===== src/rtl/axi_master_bridge_pkg.sv =====
// Shared AXI4 widths, fixed field encodings and response helpers for the
// initiator-side master bridge.
package axi_master_bridge_pkg;

  localparam int AXI_ID_BITS   = 4;
  localparam int AXI_ADDR_BITS = 32;
  localparam int AXI_LEN_BITS  = 4;
  localparam int AXI_SIZE_BITS = 3;
  localparam int AXI_DATA_BITS = 32;
  localparam int AXI_STRB_BITS = 4;

  localparam logic [1:0]               AXI_BURST_INCR = 2'b01;
  localparam logic [AXI_SIZE_BITS-1:0] AXI_SIZE_4B    = 3'b010;

  localparam logic [1:0] AXI_RESP_OKAY   = 2'b00;
  localparam logic [1:0] AXI_RESP_EXOKAY = 2'b01;
  localparam logic [1:0] AXI_RESP_SLVERR = 2'b10;
  localparam logic [1:0] AXI_RESP_DECERR = 2'b11;

  // Responses are ranked by their encoding: a larger code is a worse outcome.
  function automatic logic [1:0] resp_max(input logic [1:0] a, input logic [1:0] b);
    return (a > b) ? a : b;
  endfunction

endpackage


===== src/rtl/axi_master_bridge.sv =====
// Single-command AXI4 initiator: one INCR burst of 32-bit beats per request,
// data streamed straight through between core and bus with no buffering.
module axi_master_bridge
  import axi_master_bridge_pkg::*;
(
  input  logic                     ACLK,
  input  logic                     ARESET,
  // core command port
  input  logic                     REQ_VALID,
  output logic                     REQ_READY,
  input  logic                     REQ_WRITE,
  input  logic [AXI_ADDR_BITS-1:0] REQ_ADDR,
  input  logic [AXI_LEN_BITS-1:0]  REQ_LEN,
  input  logic [AXI_ID_BITS-1:0]   REQ_ID,
  // core write-data stream
  input  logic [AXI_DATA_BITS-1:0] WD_DATA,
  input  logic [AXI_STRB_BITS-1:0] WD_STRB,
  input  logic                     WD_VALID,
  output logic                     WD_READY,
  // core read-data stream
  output logic [AXI_DATA_BITS-1:0] RD_DATA,
  output logic                     RD_LAST,
  output logic                     RD_VALID,
  input  logic                     RD_READY,
  // completion
  output logic                     DONE,
  output logic [1:0]               DONE_RESP,
  // AXI read address
  output logic [AXI_ID_BITS-1:0]   ARID_M,
  output logic [AXI_ADDR_BITS-1:0] ARADDR_M,
  output logic [AXI_LEN_BITS-1:0]  ARLEN_M,
  output logic [AXI_SIZE_BITS-1:0] ARSIZE_M,
  output logic [1:0]               ARBURST_M,
  output logic                     ARVALID_M,
  input  logic                     ARREADY_M,
  // AXI read data
  input  logic [AXI_ID_BITS-1:0]   RID_M,
  input  logic [AXI_DATA_BITS-1:0] RDATA_M,
  input  logic [1:0]               RRESP_M,
  input  logic                     RLAST_M,
  input  logic                     RVALID_M,
  output logic                     RREADY_M,
  // AXI write address
  output logic [AXI_ID_BITS-1:0]   AWID_M,
  output logic [AXI_ADDR_BITS-1:0] AWADDR_M,
  output logic [AXI_LEN_BITS-1:0]  AWLEN_M,
  output logic [AXI_SIZE_BITS-1:0] AWSIZE_M,
  output logic [1:0]               AWBURST_M,
  output logic                     AWVALID_M,
  input  logic                     AWREADY_M,
  // AXI write data
  output logic [AXI_DATA_BITS-1:0] WDATA_M,
  output logic [AXI_STRB_BITS-1:0] WSTRB_M,
  output logic                     WLAST_M,
  output logic                     WVALID_M,
  input  logic                     WREADY_M,
  // AXI write response
  input  logic [AXI_ID_BITS-1:0]   BID_M,
  input  logic [1:0]               BRESP_M,
  input  logic                     BVALID_M,
  output logic                     BREADY_M
);

  typedef enum logic [2:0] {
    S_IDLE,
    S_AR,
    S_R,
    S_AW,
    S_W,
    S_B
  } state_t;

  state_t                   r_state;
  logic [AXI_ID_BITS-1:0]   r_id;
  logic [AXI_ADDR_BITS-1:0] r_addr;
  logic [AXI_LEN_BITS-1:0]  r_len;
  logic [AXI_LEN_BITS-1:0]  r_beat;
  logic [1:0]               r_worst;
  logic                     r_err;
  logic                     r_done;
  logic [1:0]               r_done_resp;

  logic       w_idle, w_ar, w_r, w_aw, w_w, w_b;
  logic       w_at_len;
  logic       w_r_err;
  logic [1:0] w_r_resp;
  logic [1:0] w_b_resp;
  logic       w_unused;

  // State decodes are masked by reset so every handshake output is low while
  // ARESET is held, even before the first reset edge has been seen.
  assign w_idle = !ARESET && (r_state == S_IDLE);
  assign w_ar   = !ARESET && (r_state == S_AR);
  assign w_r    = !ARESET && (r_state == S_R);
  assign w_aw   = !ARESET && (r_state == S_AW);
  assign w_w    = !ARESET && (r_state == S_W);
  assign w_b    = !ARESET && (r_state == S_B);

  assign w_at_len = (r_beat == r_len);
  // A beat whose RLAST disagrees with the beat count marks the burst bad.
  assign w_r_err  = r_err || (RLAST_M != w_at_len);
  assign w_r_resp = resp_max(r_worst, RRESP_M);
  assign w_b_resp = resp_max(r_worst, BRESP_M);
  assign w_unused = ^{RID_M, BID_M};

  always_ff @(posedge ACLK) begin
    if (ARESET) begin
      r_state     <= S_IDLE;
      r_id        <= '0;
      r_addr      <= '0;
      r_len       <= '0;
      r_beat      <= '0;
      r_worst     <= AXI_RESP_OKAY;
      r_err       <= 1'b0;
      r_done      <= 1'b0;
      r_done_resp <= '0;
    end else begin
      r_done      <= 1'b0;
      r_done_resp <= '0;
      case (r_state)
        S_IDLE: begin
          if (REQ_VALID) begin
            r_id    <= REQ_ID;
            r_addr  <= REQ_ADDR;
            r_len   <= REQ_LEN;
            r_beat  <= '0;
            r_worst <= AXI_RESP_OKAY;
            r_err   <= 1'b0;
            r_state <= REQ_WRITE ? S_AW : S_AR;
          end
        end
        S_AR: begin
          if (ARREADY_M) r_state <= S_R;
        end
        S_R: begin
          if (RVALID_M && RD_READY) begin
            r_beat  <= r_beat + 4'd1;
            r_worst <= w_r_resp;
            r_err   <= w_r_err;
            if (RLAST_M) begin
              r_state     <= S_IDLE;
              r_done      <= 1'b1;
              r_done_resp <= w_r_err ? AXI_RESP_SLVERR : w_r_resp;
            end
          end
        end
        S_AW: begin
          if (AWREADY_M) r_state <= S_W;
        end
        S_W: begin
          if (WD_VALID && WREADY_M) begin
            r_beat <= r_beat + 4'd1;
            if (w_at_len) r_state <= S_B;
          end
        end
        S_B: begin
          if (BVALID_M) begin
            r_worst     <= w_b_resp;
            r_state     <= S_IDLE;
            r_done      <= 1'b1;
            r_done_resp <= w_b_resp;
          end
        end
        default: r_state <= S_IDLE;
      endcase
    end
  end

  assign REQ_READY = w_idle;

  assign ARID_M    = r_id;
  assign ARADDR_M  = r_addr;
  assign ARLEN_M   = r_len;
  assign ARSIZE_M  = AXI_SIZE_4B;
  assign ARBURST_M = AXI_BURST_INCR;
  assign ARVALID_M = w_ar;

  assign RREADY_M  = w_r && RD_READY;
  assign RD_VALID  = w_r && RVALID_M;
  assign RD_DATA   = w_r ? RDATA_M : '0;
  assign RD_LAST   = w_r && RLAST_M;

  assign AWID_M    = r_id;
  assign AWADDR_M  = r_addr;
  assign AWLEN_M   = r_len;
  assign AWSIZE_M  = AXI_SIZE_4B;
  assign AWBURST_M = AXI_BURST_INCR;
  assign AWVALID_M = w_aw;

  assign WVALID_M  = w_w && WD_VALID;
  assign WD_READY  = w_w && WREADY_M;
  assign WDATA_M   = w_w ? WD_DATA : '0;
  assign WSTRB_M   = w_w ? WD_STRB : '0;
  assign WLAST_M   = w_w && w_at_len;

  assign BREADY_M  = w_b;

  assign DONE      = r_done;
  assign DONE_RESP = r_done_resp;

endmodule


===== config.mk =====
export PLATFORM = sky130hd
export DESIGN_NAME = axi_master_bridge
export DESIGN_NICKNAME = d
export VERILOG_FILES = /design/src/rtl/axi_master_bridge_pkg.sv /design/src/rtl/axi_master_bridge.sv
export SDC_FILE = /design/constraint.sdc
export NUM_CORES = 1
export LEC_CHECK = 0
export CAP_MARGIN = 5
export CORE_AREA = 2 2 117 119
export DETAILED_ROUTE_END_ITERATION = 6
export DIE_AREA = 0 0 119 121
export GPL_ROUTABILITY_DRIVEN = 0
export HOLD_SLACK_MARGIN = 0.1
export PLACE_DENSITY_LB_ADDON = 0.3
export SLEW_MARGIN = 15
export SYNTH_ARGS = -nofsm -noshare
export SYNTH_HDL_FRONTEND = slang
export SYNTH_SLANG_ARGS = --single-unit

===== constraint.sdc =====
create_clock -name ACLK -period 2.83 [get_ports ACLK]
set_input_delay 0.566 -clock ACLK [delete_from_list [all_inputs] [get_ports ACLK]]
set_output_delay 0.566 -clock ACLK [all_outputs]
set_load 0.02 [all_outputs]

==> results of run 1 <==
## stage by stage
step,instance area [µm²],setup slack (ps)
after global routing,6110,67.3
final,6110,207
after floorplan,3310,688
after detailed placement,5940,270
after global placement,5940,283
after CTS,6090,14.1
## cell type report
type	instances	area share, %
timing repair buffer	293	48.0
sequential	53	17.4
clock buffer	5	2.05
inverter	8	0.491
tap	176	3.60
clock inverter	3	0.287
multi-input combinational	304	28.1
## logic make-up after synthesis
kind of cell | Yosys count | share of synthesized area [%]
other | 2 | 0.229
buffers and inverters | 90 | 16.6
adders and majority gates | 7 | 2.67
AOI/OAI and AO/OA | 66 | 11.8
and+or+nand+nor | 208 | 32.7
DFF | 53 | 32.4
muxes | 5 | 1.57
xor gates and xnor gates | 8 | 2.14
## registers in the layout (all words and copies together) (netlist names)
name / cells
r_beat: 4
r_state: 3
r_worst: 2
ARID_M: 4
r_err: 1
DONE_RESP: 2
ARADDR_M: 32
DONE: 1
ARLEN_M: 4
## power by group through the flow
stage	sequential (mW)	clock, mW	combinational [mW]
detailed placement	1.08	0	2.17
CTS	1.07	0.631	2.18
global route	1.09	0.653	2.33
global placement	1.08	0	2.14
floorplan	1.15	0	1.25
finish	1.07	0.607	2.15
## cells in the mapped netlist (2+ instances only)
cell / number
mux2i_1: 4
nand4_1: 2
ha_1: 7
nand3_1: 6
and2_1: 37
buf_4: 51
or3_1: 2
o21ai_0: 6
a21oi_1: 47
dfxtp_1: 53
clkbuf_1: 25
inv_1: 7
nand2b_1: 2
o22ai_1: 3
nor2_2: 2
clkbuf_2: 2
and3_1: 40
xnor2_1: 5
buf_2: 3
xor2_1: 3
nor3_1: 6
nand2_1: 90
nor2_1: 8
conb_1: 2
## routing by layer
layer  GRT usage [%]  wire length, µm  up-vias
met5               0                0        -
met4            6.25              299        0
met3            5.17             1130       19
met2            29.6             6250      195
met1            18.2             4750     1670
li1                -                -     1838
## critical path, cell delays in order (launching register included)
cell	delay (ps)
dfxtp_1	390
buf_6	320
nand2_1	110
nor3_1	270
clkdlybuf4s50_1	670
## final timing paths
path / endpoint / depth (start not counted) / slack [ps] / start
max: BREADY_M / 4 / 210 / r_state[2]
min: ARADDR_M[5] / 2 / 470 / ARADDR_M[5]
max reg2reg: r_beat[1] / 6 / 1060 / r_state[1]
min reg2reg: ARADDR_M[5] / 2 / 470 / ARADDR_M[5]
## repair_timing
action,in CTS,in global routing
pin swaps,0,0
buffers inserted,0,0
gates resized for setup,2,9
endpoints found under the setup margin,6,35
==> results.txt, run 1 <==
Status - finished clean
Layout cells sized above 1 - 4.80%
Static leakage - 2.50 nW
Clock sinks - 53
Fin crit share - 92.7%
Core area - 13100 µm²
Synth Instances - 439
Reg area - 1060 µm²
Internal power - 2.24 mW
Setup crit start kind - register
Switching power - 1.59 mW
Skew final - 7.74 ps
Post-synth top flop - dfxtp_1
Routed length per instance - 14.8 µm
Die X - 119 µm
Mapped Avg Cell Area - 7.46 µm²
Starting Density - 25.0%
Max cap viols - 0
Skew-Pair Late Insertion Delay - 290 ps
Most common cell after layout, fill and taps aside - clkdlybuf4s50_1
Overall routing resource usage - 16.5%
Setup Viol. Count Final - 0
CP endpoint kind - primary output
PortBufs - 284
Number of diodes - 0
DRC errors left - 0
Area of the multi-input gates - 1720 µm²
Worst Hold Class - reg2reg
Switching Share - 41.6%
FF+latch count, synth - 53
Final cell count without fillers - 842
Inserted Clock Buffers - 5
Fmax - 381 MHz
CP Data Required Time - 2260 ps
Clock buffer depth - 2
Async SR Flop Fraction - 0%
Fill count - 1223
Sequential fraction of the synthesis area - 32.4%
CP max FO - 54
First-pass DRT Iterations - 4
PwrDens - 627 nW/µm²
Die Y-Extent - 121 µm
Final nets - 804
Yosys warnings - 0
Antenna violations before repair - 0
Final Util - 46.7%
Synth unique cells - 50
Maximum vdd drop - 285 µV
Largest net degree at the start of global routing - 55
Most frequent cells in the layout - clkdlybuf4s50_1, nand2_1, dfxtp_1, a21oi_1, and3_1
Post-Route Setup TNS - 0 ps
Core Rows - 42
CTS tree - built
H-tree depth - 2
DR vias/cell - 4.42
Initial DRC count - 246
Main area contributors after synthesis - dfxtp_1, buf_4, nand2_1
Post-synth EDFFs - 0
Synthesized cell area - 3280 µm²
Unrepaired setup endpoints after global routing - no
Area growth from synthesis to layout - 86.5%
Hold Vio Cnt, Final - 0
# hold bufs at CTS - 0
Worst EP arrival - 2060 ps
Ports - 303
Min Tclk post-route - 2620 ps
CTS Root Cell - clkbuf_16
Die area - 14400 µm²
First-pass GRT wire length - 18.9 mm
Post-synth top area cell - dfxtp_1
Clock transition at path regs - 70 ps
Total Wirelength - 12.4 mm
Flop pwr share - 27.9%
Worst hold margin - 466 ps
DR vias - 3722
Vias in the first global route - 3682
Final HPWL DP - 9.96 mm
Clock share of power - 15.9%
WS Path Type - reg2out
Overflow after GRT - 0
DRT antenna net count - 0
Max Slew Vio Count - 0
Combinational share of power - 56.2%
Post-synth top area share - 32.4%
Dpl cells - 834
Final Total Pwr - 3.83 mW
Power figures use the tool's default switching activity.
==> inputs of run 2 (changes only) <==
CAP_MARGIN = default   (was 5)
PLACE_DENSITY = 0.75   (was default)
PLACE_DENSITY_LB_ADDON = default   (was 0.3)
==> results.txt, run 2 (same netlist as run 1, synthesis figures left out) <==
Internal power - 2.38 mW (+6.4%)
Skew final - 2.52 ps (-5.22 ps)
Reg2Reg Depth - 6 (unchanged)
CP Data Required Time - 2260 ps (about the same)
Clock buffer depth - 2 (unchanged)
Flop pwr share - 26.4% (-1.5 points)
PortBufs - 284 (unchanged)
DRT antenna net count - 0 (unchanged)
Setup Viol. Count Final - 0 (unchanged)
First-pass GRT wire length - 18.5 mm (-2.4%)
Worst Path Buf+Inv - 2 (unchanged)
Most frequent cells in the layout - clkdlybuf4s50_1, nand2_1, dfxtp_1, a21oi_1, and3_1
Inserted Clock Buffers - 5 (unchanged)
Overflow after GRT - 0 (unchanged)
Critical path's slowest cell - clkdlybuf4s50_1
Die X - 119 µm (unchanged)
Worst Hold Class - reg2reg
CTS Root Cell - clkbuf_16
PwrDens - 644 nW/µm² (+2.8%)
Switching power - 1.61 mW (+0.95%)
Final HPWL DP - 9.73 mm (-2.3%)
Dpl cells - 839 (+0.60%)
Starting Density - 25.0% (unchanged)
Post-Route Setup TNS - 0 ps (unchanged)
Number of diodes - 0 (unchanged)
Core area - 13100 µm² (unchanged)
Area growth from synthesis to layout - 88.9%
Crit path top cell by count - nor2_2
CTS tree - built
Unrepaired setup endpoints after global routing - no
DR vias/cell - 4.39 (-0.62%)
DRC errors left - 0 (unchanged)
Die area - 14400 µm² (unchanged)
Switching Share - 40.3% (-1.3 points)
Clock share of power - 17.7% (+1.8 points)
Most common cell after layout, fill and taps aside - clkdlybuf4s50_1
Skew-Pair Late Insertion Delay - 290 ps (about the same)
CP Cell Sequence - nor2_2, nand2_1, nor2_2, buf_12, and2_1, clkdlybuf4s50_1
Max Slew Vio Count - 0 (unchanged)
Fmax - 373 MHz (-2.1%)
Worst EP arrival - 2110 ps (+50 ps)
Final cell count without fillers - 847 (+0.59%)
Hold Vio Cnt, Final - 0 (unchanged)
Clock sinks - 53 (unchanged)
Fill count - 1243 (+1.6%)
Critical Path Stages - 6 (+2)
Max incr delay on CP - 620 ps (-50 ps)
WS Path Type - reg2out
CP endpoint kind - primary output
Combinational share of power - 55.9% (-0.3 points)
Core Rows - 42 (unchanged)
Routed length per instance - 14.3 µm (-3.1%)
Maximum vdd drop - 298 µV (+4.8%)
Min Tclk post-route - 2680 ps (+56.3 ps)
CP top delay family - buffers and inverters
Ports - 303 (unchanged)
Overall routing resource usage - 16.2% (-0.31 points)
Setup crit start kind - register
Largest net degree at the start of global routing - 55 (unchanged)
Antenna violations before repair - 0 (unchanged)
Static leakage - 2.44 nW (-2.2%)
H-tree depth - 2 (unchanged)
Status - finished clean
DR vias - 3721 (-0.027%)
Total Wirelength - 12.1 mm (-2.5%)
Max cap viols - 0 (unchanged)
Final nets - 809 (+0.62%)
Initial DRC count - 216 (-12%)
Hold depth - 2 (unchanged)
Max reg flops - 32 (unchanged)
CP max FO - 35 (-35%)
Die Y-Extent - 121 µm (unchanged)
# hold bufs at CTS - 0 (unchanged)
First-pass DRT Iterations - 4 (unchanged)
Clock transition at path regs - 70 ps (about the same)
Fin crit share - 94.7% (+2.0 points)
Layout cells sized above 1 - 5.37% (+0.56 points)
Vias in the first global route - 3584 (-2.7%)
-- run 2: changes by cell type in the layout (fill, tap and decap cells not counted), moves of 2 or more --
cell             previous run  this run
clkdlybuf4s50_1           277       283
buf_6                       2         0
buf_12                      1         4
dlymetal6s2s_1              5         0
clkinv_2                    2         0
buf_4                       6        10
-- run 2: path summary, 6_finish.rpt --
kind / startpoint / end / slack [ps]
setup / recovery: r_state[2] / RD_DATA[13] / 150
hold / removal: r_err / r_err / 470
setup reg to reg: r_state[1] / r_beat[1] / 1110
hold reg to reg: r_err / r_err / 470
-- run 2: layout make-up --
cell class / count / area, µm² / area share (%)
inverter: 8 / 30.0 / 0.485
multi-input combinational: 304 / 1710 / 27.7
sequential: 53 / 1060 / 17.2
clock inverter: 3 / 46.3 / 0.748
tap: 176 / 220 / 3.56
clock buffer: 5 / 125 / 2.02
timing repair buffer: 298 / 2990 / 48.3
-- run 2: power groups by stage --
stage          logic, mW  registers [mW]  clock network (mW)
2_1_floorplan       1.25            1.15                   0
3_3_place_gp        2.23            1.06                   0
3_5_place_dp        2.24            1.07                   0
4_1_cts             2.25            1.06               0.727
5_1_grt             2.42            1.08               0.756
6_report            2.23            1.05               0.706
-- run 2: repair_timing --
item	CTS	global route
setup endpoints to repair	5	0
gates resized for setup	1	0
buffers inserted	0	0
-- run 2: layer usage --
layer	vias up	part of all wire (%)	GRT usage [%]
met5	-	0	0
met4	0	0.87	3.79
li1	1850	-	-
met2	191	53	30.9
met3	8	8.7	5.08
met1	1672	38	17.3
-- run 2: worst min-delay path, cell delays in order, from the launching register on --
cell     delay, ps
dfxtp_1        320
nand2_1         50
a21oi_1         50
-- run 2: per-stage QoR --
step	setup slack, ps	util, %	area [µm²]	total power [mW]	hold WS [ps]
final	150	47.3	6190	3.99	472
after global routing	21.0	47.3	6190	4.26	483
after CTS	118	47.3	6190	4.03	472
after detailed placement	276	46.0	6020	3.32	462
after global placement	283	46.0	6020	3.30	455
after floorplan	688	-	3310	2.40	446
==> inputs of run 3 (changes only) <==
CORE_AREA = 2 2 119 121   (was 2 2 117 119)
DIE_AREA = 0 0 121 123   (was 0 0 119 121)
PLACE_DENSITY = 0.73   (was 0.75)
clock period = 2.55 ns   (was 2.83 ns; I/O delays follow)
==> results.txt, run 3 (same netlist as run 1, synthesis figures left out) <==
Static leakage - 2.98 nW (+22%)
Setup crit start kind - register
# hold bufs at CTS - 0 (unchanged)
Layout cells sized above 1 - 6.36% (+1.0 points)
Area of the multi-input gates - 1730 µm² (+0.95%)
Reg2Reg Depth - 6 (unchanged)
Final cell count without fillers - 856 (+1.1%)
Final HPWL DP - 9.80 mm (+0.82%)
DR vias/cell - 4.30 (-2.0%)
Hold Crit Endpoint - ARADDR_M[17]
HP Start - ARADDR_M[17]
First-pass GRT wire length - 17.2 mm (-6.9%)
Starting Density - 24.1% (-0.97 points)
Reg area - 1060 µm² (unchanged)
Core Rows - 43 (+2.4%)
Setup WS post-layout - 112 ps (-38.3 ps)
DP Worst Slack - 46.0 ps (-230 ps)
Area growth from synthesis to layout - 89.8%
Initial DRC count - 126 (-42%)
Number of diodes - 0 (unchanged)
Reg-to-Reg End - r_beat[1]
Fmax - 410 MHz
PortBufs - 284 (unchanged)
CTS Root Cell - clkbuf_16
Skew-Pair Late Insertion Delay - 290 ps (about the same)
Worst Hold Class - reg2reg
Fin crit share - 95.6%
DRT antenna net count - 0 (unchanged)
Core area - 13600 µm² (+4.0%)
Fill count - 1417 (+14%)
Switching Share - 41.4% (+1.1 points)
Unrepaired setup endpoints after global routing - no
Overall routing resource usage - 14.8% (-1.4 points)
Switching power - 1.78 mW (+11%)
Skew final - 8.35 ps (+5.83 ps)
DRC errors left - 0 (unchanged)
Vias in the first global route - 3269 (-8.8%)
Post-Route Setup TNS - 0 ps (unchanged)
Clock share of power - 15.9% (-1.8 points)
Max Slew Vio Count - 0 (unchanged)
Combinational share of power - 57.2% (+1.3 points)
Most frequent cells in the layout - clkdlybuf4s50_1, nand2_1, dfxtp_1, a21oi_1, and3_1
Die X - 121 µm (+1.7%)
Hold Vio Cnt, Final - 0 (unchanged)
Design area - 6220 µm² (+0.49%)
Worst R2R Setup Slack - 780 ps (-330 ps)
Antenna violations before repair - 0 (unchanged)
Worst r2r src - r_state[1]
PwrDens - 693 nW/µm² (+7.6%)
Final Util - 45.7% (-1.6 points)
Worst hold margin - 471 ps (-1.43 ps)
CP Data Required Time - 2040 ps (-220 ps)
Clock transition at path regs - 70 ps (about the same)
Most common cell after layout, fill and taps aside - clkdlybuf4s50_1
Largest net degree at the start of global routing - 42 (-24%)
Die Y-Extent - 123 µm (+1.7%)
Clock buffer depth - 2 (unchanged)
Routed length per instance - 14.1 µm (-1.7%)
Die area - 14900 µm² (+3.4%)
DR vias - 3684 (-0.99%)
WS Path Type - reg2out
Internal power - 2.53 mW (+6.1%)
Worst EP arrival - 1930 ps (-180 ps)
First-pass DRT Iterations - 4 (unchanged)
Max reg flops - 32 (unchanged)
H-tree depth - 2 (unchanged)
Dpl cells - 848 (+1.1%)
Status - finished clean
Final nets - 814 (+0.62%)
Final Total Pwr - 4.31 mW (+8.1%)
Ports - 303 (unchanged)
Overflow after GRT - 0 (unchanged)
Min Tclk post-route - 2440 ps
CTS tree - built
Total Wirelength - 12.0 mm (-0.67%)
Setup Viol. Count Final - 0 (unchanged)
CP max FO - 11 (-69%)
Clock sinks - 53 (unchanged)
Inserted Clock Buffers - 5 (unchanged)
CP endpoint kind - primary output
Flop pwr share - 27.0% (+0.6 points)
Area after DPL - 6050 µm² (+0.46%)
Maximum vdd drop - 259 µV (-13%)
Max cap viols - 0 (unchanged)
Hold depth - 2 (unchanged)
==> run 3: critical path, cell delays in order (launching register included) <==
cell,delay (ps)
dfxtp_1,440
buf_4,220
nor4bb_1,300
clkdlybuf4s50_1,670
==> run 3: repair_timing <==
action | CTS | global route
gates resized for setup | 38 | 21
endpoints found under the setup margin | 36 | 34
gates cloned | 0 | 0
setup buffers | 0 | 0
==> run 3: how the worst max path moves through the flow <==
stage          startpoint         to  slack [ps]  depth (start not counted)
2_1_floorplan  r_state[2]  ARVALID_M         480                          4
3_3_place_gp       ARESET    WLAST_M          50                          4
3_5_place_dp       ARESET    WLAST_M          50                          4
4_1_cts        r_state[0]    WLAST_M        -0.9                          3
5_1_grt        r_state[1]  AWVALID_M          30                          3
6_report       r_state[1]  AWVALID_M         110                          3
==> run 3: cell type report <==
type / instances / area share (%)
timing repair buffer: 303 / 48.6
inverter: 8 / 0.483
multi-input combinational: 304 / 27.8
tap: 180 / 3.62
clock buffer: 5 / 2.01
sequential: 53 / 17.1
clock inverter: 3 / 0.402
==> run 3: per-layer routing <==
| metal | track usage, % | vias to the layer above | routed length (µm) |
|---|---|---|---|
| met4 | 3.27 | 0 | 105 |
| met1 | 15.9 | 1647 | 4340 |
| li1 | - | 1859 | - |
| met3 | 4.89 | 7 | 1140 |
| met5 | 0 | - | 0 |
| met2 | 28.2 | 171 | 6450 |
==> run 3: power groups by stage <==
stage,Sequential (mW),Combinational [mW],Clock (mW)
4_1_cts,1.17,2.50,0.716
5_1_grt,1.19,2.67,0.751
2_1_floorplan,1.27,1.39,0
3_3_place_gp,1.17,2.51,0
3_5_place_dp,1.18,2.53,0
6_report,1.16,2.47,0.685
